$ cat src/rtl/tick_sched_pkg.sv
// Shared definitions for the tick scheduler: FSM state encoding and default
// time-base / delay widths.
package tick_sched_pkg;

    typedef enum logic [1:0] {
        IDLE = 2'd0,
        RUN  = 2'd1,
        FIN  = 2'd2
    } state_t;

    localparam int DEF_DIV   = 50000;
    localparam int DEF_DIV_W = 32;
    localparam int DEF_CNT_W = 16;

endpackage

$ cat src/rtl/tick_sched_tick_gen.sv
// Divided time base: counts enabled cycles and emits a one-cycle tick every
// DIV+1 of them; clr holds the count at zero.
module tick_gen
    import tick_sched_pkg::*;
#(
    parameter int DIV   = DEF_DIV,
    parameter int DIV_W = DEF_DIV_W
) (
    input  logic clk,
    input  logic rst_n,
    input  logic clr,
    input  logic en,
    output logic tick
);

    localparam logic [DIV_W-1:0] DIV_V = DIV_W'(DIV);

    logic [DIV_W-1:0] div_cnt_reg;

    assign tick = en && (div_cnt_reg == DIV_V);

    always_ff @(posedge clk or negedge rst_n) begin
        if (!rst_n) begin
            div_cnt_reg <= '0;
        end else if (clr) begin
            div_cnt_reg <= '0;
        end else if (en) begin
            div_cnt_reg <= tick ? '0 : div_cnt_reg + 1'b1;
        end
    end

endmodule

$ cat src/rtl/tick_scheduler.sv
// Round-robin scheduler granting one requester at a time for a programmable
// number of ticks. Optional abort input enabled by macro TICK_SCHED_ABORT_EN.
module tick_scheduler
    import tick_sched_pkg::*;
#(
    parameter int NREQ  = 4,
    parameter int DIV   = DEF_DIV,
    parameter int DIV_W = DEF_DIV_W,
    parameter int CNT_W = DEF_CNT_W,
    localparam int OW   = (NREQ > 1) ? $clog2(NREQ) : 1
) (
    input  logic                  clk,
    input  logic                  rst_n,
    input  logic [NREQ-1:0]       req,
    input  logic [NREQ*CNT_W-1:0] delay,
`ifdef TICK_SCHED_ABORT_EN
    input  logic                  abort,
`endif
    output logic [NREQ-1:0]       gnt,
    output logic [NREQ-1:0]       done,
    output logic                  busy,
    output logic                  tick,
    output logic [OW-1:0]         owner
);

    state_t           state_reg, state_next;
    logic [NREQ-1:0]  gnt_reg, gnt_next;
    logic [OW-1:0]    owner_reg, owner_next;
    logic [OW-1:0]    rr_reg, rr_next;
    logic [CNT_W-1:0] count_reg, count_next;
    logic [CNT_W-1:0] delay_arr [NREQ];
    logic             found;
    logic [OW-1:0]    winner;
    logic             tick_clr, tick_en, tick_w;

    genvar gi;
    generate
        for (gi = 0; gi < NREQ; gi++) begin : g_slice
            assign delay_arr[gi] = delay[gi*CNT_W +: CNT_W];
            assign done[gi]      = (state_reg == FIN) && (owner_reg == OW'(gi));
        end
    endgenerate

    // A zero delay parks in RUN for one cycle without enabling the divider.
    assign tick_clr = (state_reg == IDLE);
    assign tick_en  = (state_reg == RUN) && (count_reg != '0);

    tick_gen #(
        .DIV   (DIV),
        .DIV_W (DIV_W)
    ) u_tick_gen (
        .clk   (clk),
        .rst_n (rst_n),
        .clr   (tick_clr),
        .en    (tick_en),
        .tick  (tick_w)
    );

    always_comb begin
        found  = 1'b0;
        winner = '0;
        for (int i = 0; i < NREQ; i++) begin
            if (!found && req[(int'(rr_reg) + i) % NREQ]) begin
                found  = 1'b1;
                winner = OW'((int'(rr_reg) + i) % NREQ);
            end
        end
    end

    always_comb begin
        state_next = state_reg;
        gnt_next   = '0;
        owner_next = owner_reg;
        rr_next    = rr_reg;
        count_next = count_reg;
        case (state_reg)
            IDLE: begin
                if (found) begin
                    gnt_next[winner] = 1'b1;
                    owner_next       = winner;
                    count_next       = delay_arr[winner];
                    state_next       = RUN;
                end
            end
            RUN: begin
                if (count_reg == '0) begin
                    state_next = FIN;
                end else if (tick_w) begin
                    if (count_reg == CNT_W'(1)) begin
                        state_next = FIN;
                    end else begin
                        count_next = count_reg - 1'b1;
                    end
                end
`ifdef TICK_SCHED_ABORT_EN
                if (abort) begin
                    state_next = FIN;
                end
`endif
            end
            FIN: begin
                rr_next    = (owner_reg == OW'(NREQ - 1)) ? '0 : owner_reg + 1'b1;
                state_next = IDLE;
            end
            default: state_next = IDLE;
        endcase
    end

    always_ff @(posedge clk or negedge rst_n) begin
        if (!rst_n) begin
            state_reg <= IDLE;
            gnt_reg   <= '0;
            owner_reg <= '0;
            rr_reg    <= '0;
            count_reg <= '0;
        end else begin
            state_reg <= state_next;
            gnt_reg   <= gnt_next;
            owner_reg <= owner_next;
            rr_reg    <= rr_next;
            count_reg <= count_next;
        end
    end

    assign gnt   = gnt_reg;
    assign busy  = (state_reg != IDLE);
    assign tick  = tick_w;
    assign owner = owner_reg;

endmodule

$ cat config.mk
export PLATFORM = sky130hd
export DESIGN_NAME = tick_scheduler
export DESIGN_NICKNAME = d
export VERILOG_FILES = /design/src/rtl/tick_sched_pkg.sv /design/src/rtl/tick_sched_tick_gen.sv /design/src/rtl/tick_scheduler.sv
export SDC_FILE = /design/constraint.sdc
export NUM_CORES = 1
export LEC_CHECK = 0
export CORE_AREA = 2 2 119 86
export CTS_CLUSTER_SIZE = 40
export DETAILED_ROUTE_END_ITERATION = 7
export DIE_AREA = 0 0 121 88
export GPL_TIMING_DRIVEN = 0
export PLACE_DENSITY = 0.68
export SYNTH_ARGS = -nofsm -noshare
export SYNTH_HDL_FRONTEND = slang
export SYNTH_HIERARCHICAL = 1
export SYNTH_SLANG_ARGS = --single-unit
$ cat constraint.sdc
create_clock -name clk -period 4.6 [get_ports clk]
set_input_delay 0.92 -clock clk [delete_from_list [all_inputs] [get_ports clk]]
set_output_delay 0.92 -clock clk [all_outputs]
set_load 0.1 [all_outputs]
# Word-level counts from Yosys, hierarchy flattened
# Index checks and enable logic that the tools add are counted.
[word_totals]
ff_bits = 58
latch_bits = 0
mem_bits_rw = 0
rom_bits = 0
input_bits = 70
n_memories = 0
[op_classes]
addsub = 6
multipliers = 0
div = 0
magnitude_cmp = 7
n_eq_ne = 13
shift = 0
muxes = 40
bitwise = 4
reduce_logical = 26
[ops]
columns = ["operator", "count"]
rows = [
  ["$mux W16", 6],
  ["$mux W32", 3],
  ["$add A32 B1 Y32 const B", 1],
  ["$bmux W16 S2", 1],
  ["$eq A32 B16 Y1 const B", 1],
  ["$pmux W16 S2", 1],
  ["$mux W2", 9],
  ["$eq A16 B1 Y1 const B", 1],
  ["$logic_not A16 Y1", 1],
  ["$reduce_bool A16 Y1", 1],
  ["$sub A16 B1 Y16 const B", 1],
  ["$lt A3 B4 Y1 const B", 3],
  ["$mux W1", 12],
  ["$logic_and A1 B1 Y1", 10],
  ["$bmux W1 S2", 4],
  ["$mux W4", 2],
  ["$eq A2 B2 Y1 const B", 3],
  ["$lt A2 B3 Y1 const B", 2],
  ["$ne A2 B2 Y1 const B", 3],
  ["$ne A3 B1 Y1 const B", 2],
  ["$reduce_bool A2 Y1", 3],
  ["$reduce_or A2 Y1", 3],
  ["$reduce_and A5 Y1", 1],
  ["$add A2 B1 Y2 const B", 2],
  ["13 further kinds", 20],
]

# Depth between registers and ports, before layout
# Gate-level depths: netlist of run 1.
[depth]
ltp_word = 20
ltp_mapped = 14

# Cells and area by module
# Netlist of run 1, hierarchy kept.
[modules_own_cells]
columns = ["module", "n_inst", "cells_each", "area_per_inst_um2"]
rows = [
  ["tick_scheduler", 1, 231, 2198.4],
  ["tick_gen", 1, 190, 1828.0],
]

# Worst setup path after synthesis of run 1
# Ideal clock, no wire load.
[synth_path]
path_type = "register to register"
start = "reg count_reg[0]"
end = "reg count_reg[15]"
setup_time_ps = 126
arrival_ps = 3628
slack_ps = 846
path_stages_with_launch = 15
n_path_buf = 3
period_less_slack_ps = 3754
cell_sequence = "dfrtp_1 inv_1 ha_1 clkbuf_1 a21oi_1 buf_2 nor4b_1 nand4_1 nor2_2 buf_1 nand2_1 a31o_2 nand2_1 o21ai_0 a221o_1"
[synth_between]
elab_chain_cells = 5
[synth_rtl]
columns = ["item", "line", "text"]
rows = [
  ["start, declared", "tick_scheduler.sv:30", "logic [CNT_W-1:0] count_reg, count_next;"],
  ["start signal, assigned", "tick_scheduler.sv:121", "count_reg <= count_next;"],
  ["$reduce_bool A16 Y1", "tick_scheduler.sv:46", "assign tick_en = (state_reg == RUN) && (count_reg != '0);"],
  ["$logic_and A1 B1 Y1", "tick_scheduler.sv:46", ""],
  ["named net tick_en", "tick_scheduler.sv:34", "logic tick_clr, tick_en, tick_w;"],
  ["$logic_and A1 B1 Y1", "tick_sched_tick_gen.sv:20", "assign tick = en && (div_cnt_reg == DIV_V);"],
  ["named net tick", "tick_scheduler.sv:22", "output logic tick,"],
  ["$ne A2 B1 Y1 (no source line)", "n/a", ""],
  ["$reduce_and A5 Y1 (no source line)", "n/a", ""],
]
# The timed path passes the listed nets, and every way through them passes these cells. The select of a mux whose other input is x is not followed.
# A chain may end at the register's enable or synchronous reset.

# Final worst setup path of run 1
[layout_path]
start = "reg count_reg[0]"
end = "out tick"
[layout_between]
elab_chain_cells = 3
[layout_rtl]
columns = ["item", "line"]
rows = [
  ["$reduce_bool A16 Y1", "tick_scheduler.sv:46"],
  ["$logic_and A1 B1 Y1", "tick_scheduler.sv:46"],
  ["named net tick_en", "tick_scheduler.sv:34"],
  ["$logic_and A1 B1 Y1", "tick_sched_tick_gen.sv:20"],
  ["end, declared", "tick_scheduler.sv:22"],
]
# The timed path passes the listed nets, and every way through them passes these cells.

==> results of run 1 <==
synth_stat cells, drive strengths merged (2+ instances only):
master  number  area (sq um)
nor3        13          75.1
nor2        52           221
xor2        17           149
nor4bb       3          30.0
nand3       17          90.1
o211ai       7          52.6
a221o        3          30.0
nor3b        2          15.0
nor4        10          83.8
or2          3          18.8
o221ai       3          32.5
and2         7          45.1
xnor2        6          52.6
a22o         2          17.5
ha           8           100
o221a        2          22.5
clkbuf       4          15.0
o21ai       15          78.8
nor4b        3          41.3
o21a         3          22.5
dfrtp       58          1450
nor2b       10          62.6
a21oi        7          35.0
mux2        15           169
nand2b       2          12.5
inv          9          33.8
mux2i       35           350
nand2       24          90.1
and3        11          68.8
o22ai        3          18.8
a31oi        6          50.0
o31ai        3          22.5
buf         12          83.8
and4         3          26.3
or3          5          31.3
a41oi        2          17.5
nand4       17           113
o211a        2          20.0
cell usage in the layout, fill, tap and decap left out, types with 5 or more instances in the layout:
master and n:
a21oi_1 7, and2_1 6, and3_1 11, buf_2 8, clkbuf_16 9, clkdlybuf4s50_1 79
dfrtp_1 58, ha_1 8, inv_1 9, mux2_2 11, mux2i_1 35, nand2_1 24
nand3_1 16, nand4_1 16, nor2_1 49, nor2b_1 10, nor3_1 11, nor4_1 8
o211ai_1 7, o21ai_0 11, or3_1 5, xnor2_1 6, xor2_1 17
how the worst max path moves through the flow:
stage,from,endpoint,slack (ns),cells past startpoint
after global routing,count_reg[0],tick,0.34,9
after CTS,state_reg[1],tick,0.22,8
after detailed placement,count_reg[0],tick,0.32,9
after floorplan,count_reg[0],count_reg[15],0.85,14
final,count_reg[0],tick,0.59,9
after global placement,count_reg[0],tick,0.35,9
worst min-delay path, cell delays in order (launching register included):
cell      delay, ns
dfrtp_1        0.37
nand2_1        0.06
o211ai_1       0.07
repair_timing:
| action | CTS | global route |
|---|---|---|
| cloned | 0 | 0 |
| pin swaps | 0 | 0 |
| endpoints found under the setup margin | 1 | 1 |
| resized for setup | 1 | 2 |
| hold buffers | 0 | 0 |
area by class of cell:
class                      instances  area share [%]
sequential                        58            27.4
tap                              128            3.02
buffer                            16            1.86
multi-input combinational        338            46.1
clock buffer                      11            4.77
inverter                           9           0.637
clock inverter                     3           0.755
timing repair buffer              82            15.5
power breakdown:
| group | total (mW) | internal (mW) | switching, mW |
|---|---|---|---|
| clock network | 0.666 | 0.440 | 0.226 |
| logic | 0.156 | 0.0936 | 0.0621 |
| registers | 0.526 | 0.517 | 0.00934 |
| total | 1.35 | 1.05 | 0.298 |
metal layers:
layer	global-route usage [%]	wire length, um	vias to the layer above
met5	0	0	-
met4	6.87	114	0
met3	6.45	850	12
met2	32.0	4750	146
met1	32.2	5450	1785
li1	-	-	1753
stage by stage:
stage               hold slack, ns  std cells  instance area, sq um  setup WS [ns]  total power [mW]
floorplan                    0.481        421                  4030          0.846             0.602
global placement             0.519        630                  5000          0.355             0.687
detailed placement           0.526        631                  5010          0.323             0.691
CTS                          0.537        645                  5300          0.220              1.36
global route                 0.579        645                  5300          0.335              1.40
finish                       0.542        645                  5300          0.585              1.35
logic make-up (layout without fill, tap and decap cells):
| kind of cell | after synthesis | after routing | synth area share (%) |
|---|---|---|---|
| muxes | 50 | 50 | 12.9 |
| buffers and inverters | 25 | 121 | 3.29 |
| and+or+nand+nor | 188 | 188 | 27.3 |
| AOI/OAI and AO/OA | 69 | 69 | 12.9 |
| DFF | 58 | 58 | 36.0 |
| adders and majority gates | 8 | 8 | 2.49 |
| xor gates and xnor gates | 23 | 23 | 5.00 |
==> reports/metrics.yaml, run 1 <==
critical_path_arrival_ns: 3.09
routed_wl_um: 11200
fill_cells: 840
required_ns: 3.68
regToRegSetupSlack_ns: 0.74
dr.pass1.iters: 5
ff_latch_area_sq_mm: 0.00145
drv_slew: 0
fin_crit_sh_pct: 87.3
pin_count: 82
start_util_pct: 42.4
cts_tree: "done"
r2r_end: "count_reg[1]"
p_leak_nw: 2.31
synth_area_sq_mm: 0.00403
first_global_vias: 3700
htree_levels: 3
path_clk_slew_ns: 0.05
endpoint_kind: "output pin"
finalClockSkew_ns: 0.00562
drt-initial-drc-count: 322
multi_input_area_sq_mm: 0.00244
reg2reg_from: "count_reg[0]"
gp_congestion: 0.877
tns_ns: 0
postLayoutCoreUtil_pct: 55.8
synthCells: 421
insertion_delay_ns: 0.33
num_rows: 30
largest_reg_flops: 32
synth.ff_latch_count: 58
portBuffers: 81
synth_edf_count: 0
via_count: 3696
worst_pin_slew_ns: 0.983
startpoint_type: "register"
cts_buffers: 9
reg2reg_depth: 14
clock-sinks: 58
grt_usage_pct: 22.2
antenna_cells: 0
min_path_type: "register to register"
cp_slowest_cell: "clkbuf_2"
drive_gt1_share_pct: 12.0
hold_path_end: "count_reg[1]"
slowest_delay_ns: 0.52
hold_viol: 0
crit_chain: "inv_1, ha_1, clkbuf_1, a21oi_1, buf_2, nor4b_1, nand4_1, nor2_2, clkbuf_2"
min_path_cells: 2
synth_flop_cell: "dfrtp_1"
max-vdd-ir-drop_mv: 0.144
cp_max_fo: 10
synthArstFlopShare_pct: 100
grt_overflow: 0
final_nets: 592
min_from: "count_reg[1]"
timing.critical_path.max_delay_family: "buffers and inverters"
finalSetupViolations: 0
die_area_sq_mm: 0.0106
post_drt_wl_per_cell_um: 17.3
grt_pass1_wl_um: 18600
cap_violations: 0
fp.dieW_um: 121
cts_buffer_depth: 2
ant_nets: 0
syn-num-nets: 499
powerDensity_mw_per_mm2: 254
synthToLayoutAreaGrowth_pct: 31.6
rsz0062_at_grt: "false"
core_area_sq_mm: 0.00950
outcome: "finished clean"
syn_area_per_cell_sq_um: 9.56
worst-path-buf-inv: 4
finalCriticalPeriod_ns: 4.01
fp.dieH_um: 88
synth_cell_types: 73
drcViolationCount: 0
antenna_found_initial: 0
postCtsSetupBuffers: 0
hpwl_um: 8240
root_buffer: "clkbuf_16"
ys_warn_count: 6
crit_type: "register to output pin"
grt_max_degree: 34
vias_per_cell: 5.73
slew_headroom_pct: 34.3
fmaxAchievable_mhz: 249
yosysSeqAreaShare_pct: 36.0
Note: power is estimated with default switching activity, not from simulation.
==> inputs of run 2 (changes only) <==
--- a/config.mk
+++ b/config.mk
@@ -5,12 +5,11 @@
 export SDC_FILE = /design/constraint.sdc
 export NUM_CORES = 1
 export LEC_CHECK = 0
-export CORE_AREA = 2 2 119 86
+export CORE_AREA = 2 2 123 89
 export CTS_CLUSTER_SIZE = 40
 export DETAILED_ROUTE_END_ITERATION = 7
-export DIE_AREA = 0 0 121 88
+export DIE_AREA = 0 0 125 91
 export GPL_TIMING_DRIVEN = 0
-export PLACE_DENSITY = 0.68
 export SYNTH_ARGS = -nofsm -noshare
 export SYNTH_HDL_FRONTEND = slang
 export SYNTH_HIERARCHICAL = 1
==> run 2 against run 1 <==
Against the previous run: non-clock buffer count unchanged; global-route usage decreased by 2.6 points; fmax fell by 4.5%; worst setup slack got worse by 0.19 ns; count of clock-buffer cells in the layout is 2 higher; cell count rose by 0.78%; register-to-register slack improved by 0.14 ns; routed wire length decreased by 1.6%; utilization down 3.6 points; sequential share of layout area fell by 0.052 points; critical endpoint unchanged; highest routed layer unchanged.
==> reports/metrics.yaml, run 2 (synthesis gave the netlist of run 1 again) <==
outcome: "finished clean"  # unchanged
finalSetupViolations: 0  # unchanged
clock-sinks: 58  # unchanged
fp.dieW_um: 125  # was 121 um
num_rows: 31  # was 30
crit_type: "register to output pin"  # unchanged
core_area_sq_mm: 0.0102  # was 0.00950 sq mm
startpoint_type: "register"  # unchanged
vias_per_cell: 5.62  # was 5.73
min_path_type: "register to register"  # unchanged
grt_usage_pct: 19.6  # was 22.2%
ant_nets: 0  # unchanged
drv_slew: 0  # unchanged
cts_tree: "done"  # unchanged
reg2reg_depth: 13  # was 14
most-common-layout-cells: "clkdlybuf4s50_1 (79), dfrtp_1 (58), nor2_1 (49)"  # unchanged
largest_reg_flops: 32  # unchanged
root_buffer: "clkbuf_16"  # unchanged
cp_max_fo: 10  # unchanged
cts_buffer_depth: 2  # unchanged
post_drt_wl_per_cell_um: 16.9  # was 17.3 um
fp.dieH_um: 91  # was 88 um
setup_slack_ns: 0.395  # was 0.585 ns
critical_path_arrival_ns: 3.29  # was 3.09 ns
final_common_cell: "clkdlybuf4s50_1"  # unchanged
startpoint: "state_reg[1]"  # was count_reg[0]
fin_crit_sh_pct: 91.4  # was 87.3%
cap_violations: 0  # unchanged
grt_pass1_wl_um: 18000  # was 18600 um
wl_met1_um: 5610  # was 5450 um
crit_end: "tick"  # unchanged
required_ns: 3.68  # about the same
slew_headroom_pct: 28.3  # was 34.3%
regToRegSetupSlack_ns: 0.88  # was 0.74 ns
via_count: 3653  # was 3696
place_ws_ns: 0.381  # was 0.323 ns
reg2reg_from: "state_reg[1]"  # was count_reg[0]
synthToLayoutAreaGrowth_pct: 31.9  # was 31.6%
htree_levels: 3  # unchanged
first_global_vias: 3485  # was 3700
postCtsSetupBuffers: 0  # unchanged
hpwl_um: 8300  # was 8240 um
grt_max_degree: 36  # was 34
rsz0062_at_grt: "false"  # unchanged
cts_buffers: 9  # unchanged
routed_wl_um: 11000  # was 11200 um
placed_cell_area_sq_mm: 0.00502  # was 0.00501 sq mm
max-vdd-ir-drop_mv: 0.157  # was 0.144 mV
hold_slack_ns: 0.527  # was 0.542 ns
tns_ns: 0  # unchanged
die_area_sq_mm: 0.0114  # was 0.0106 sq mm
final_nets: 592  # unchanged
hold_viol: 0  # unchanged
drt-initial-drc-count: 266  # was 322
route.met3.wl_um: 729  # was 850 um
met2_length_um: 4510  # was 4750 um
finalCriticalPeriod_ns: 4.21  # was 4.01 ns
portBuffers: 81  # unchanged
worst_pin_slew_ns: 1.07  # was 0.983 ns
endpoint_kind: "output pin"  # unchanged
highest_layer: "met4"  # unchanged
pin_count: 82  # unchanged
r2r_end: "count_reg[1]"  # unchanged
p_leak_nw: 2.33  # was 2.31 nW
fmaxAchievable_mhz: 238  # was 249 MHz
dr.pass1.iters: 5  # unchanged
drcViolationCount: 0  # unchanged
grt_overflow: 0  # unchanged
drive_gt1_share_pct: 12.0  # about the same
insertion_delay_ns: 0.33  # about the same
gp_congestion: 0.896  # was 0.877
path_clk_slew_ns: 0.05  # about the same
start_util_pct: 39.6  # was 42.4%
finalClockSkew_ns: 0.00323  # was 0.00562 ns
final_area_sq_mm: 0.00531  # was 0.00530 sq mm
powerDensity_mw_per_mm2: 251  # was 254 mW/mm^2
antenna_cells: 0  # unchanged
antenna_found_initial: 0  # unchanged
## run 2: cell count changes in the layout (fill, tap and decap cells not counted), sizes merged
cell	change
clkbuf	+1
dlymetal6s2s	+1
bufinv	-1
## run 2: metal layers
layer | vias up | track usage [%]
met5 | - | 0
met4 | 0 | 5.56
met3 | 12 | 4.66
met2 | 141 | 27.3
met1 | 1743 | 30.0
li1 | 1757 | -
## run 2: repair_timing
item | in CTS | in global routing
hold endpoints to repair | 0 | 0
resized for setup | 0 | 1
hold buffers | 0 | 0
endpoints found under the setup margin | 0 | 1
## run 2: final cells by class
type | count | area [sq um]
Fill cell | 912 | 4850
Multi-Input combinational cell | 338 | 2440
Sequential cell | 58 | 1450
Timing Repair Buffer | 82 | 828
Clock buffer | 13 | 280
Tap cell | 132 | 165
Buffer | 16 | 98.8
Inverter | 9 | 33.8
Clock inverter | 2 | 10.0
## run 2: worst min-delay path by stage
stage	start	to	slack, ns	cells past startpoint
2_1_floorplan	u_tick_gen/div_cnt_reg[18]	u_tick_gen/div_cnt_reg[18]	0.48	1
3_3_place_gp	count_reg[1]	count_reg[1]	0.51	2
3_5_place_dp	count_reg[1]	count_reg[1]	0.53	2
4_1_cts	count_reg[1]	count_reg[1]	0.54	2
5_1_grt	count_reg[1]	count_reg[1]	0.56	2
6_report	count_reg[1]	count_reg[1]	0.53	2
## run 2: report_power, final
group	internal, mW	leakage [nW]	switching (mW)	total, mW
combinational	0.0936	1.45	0.0624	0.156
sequential	0.517	0.736	0.00889	0.526
clock	0.418	0.147	0.233	0.651
## run 2: worst max-delay path: stages (launching register included)
cell and delay (ns):
dfrtp_1 0.39, nand2b_1 0.29, clkbuf_1 0.31, a21oi_1 0.18
buf_2 0.21, nor4b_1 0.26, nand4_1 0.21, nor2_2 0.30
dlymetal6s2s_1 0.80
## run 2: per-stage QoR
| stage | util [%] | power (mW) | cells |
|---|---|---|---|
| 6_report | 52.3 | 1.33 | 650 |
| 5_1_grt | 52.3 | 1.38 | 650 |
| 4_1_cts | 52.2 | 1.35 | 650 |
| 3_5_place_dp | 49.4 | 0.691 | 635 |
| 3_3_place_gp | 49.2 | 0.688 | 634 |
| 2_1_floorplan | - | 0.602 | 421 |
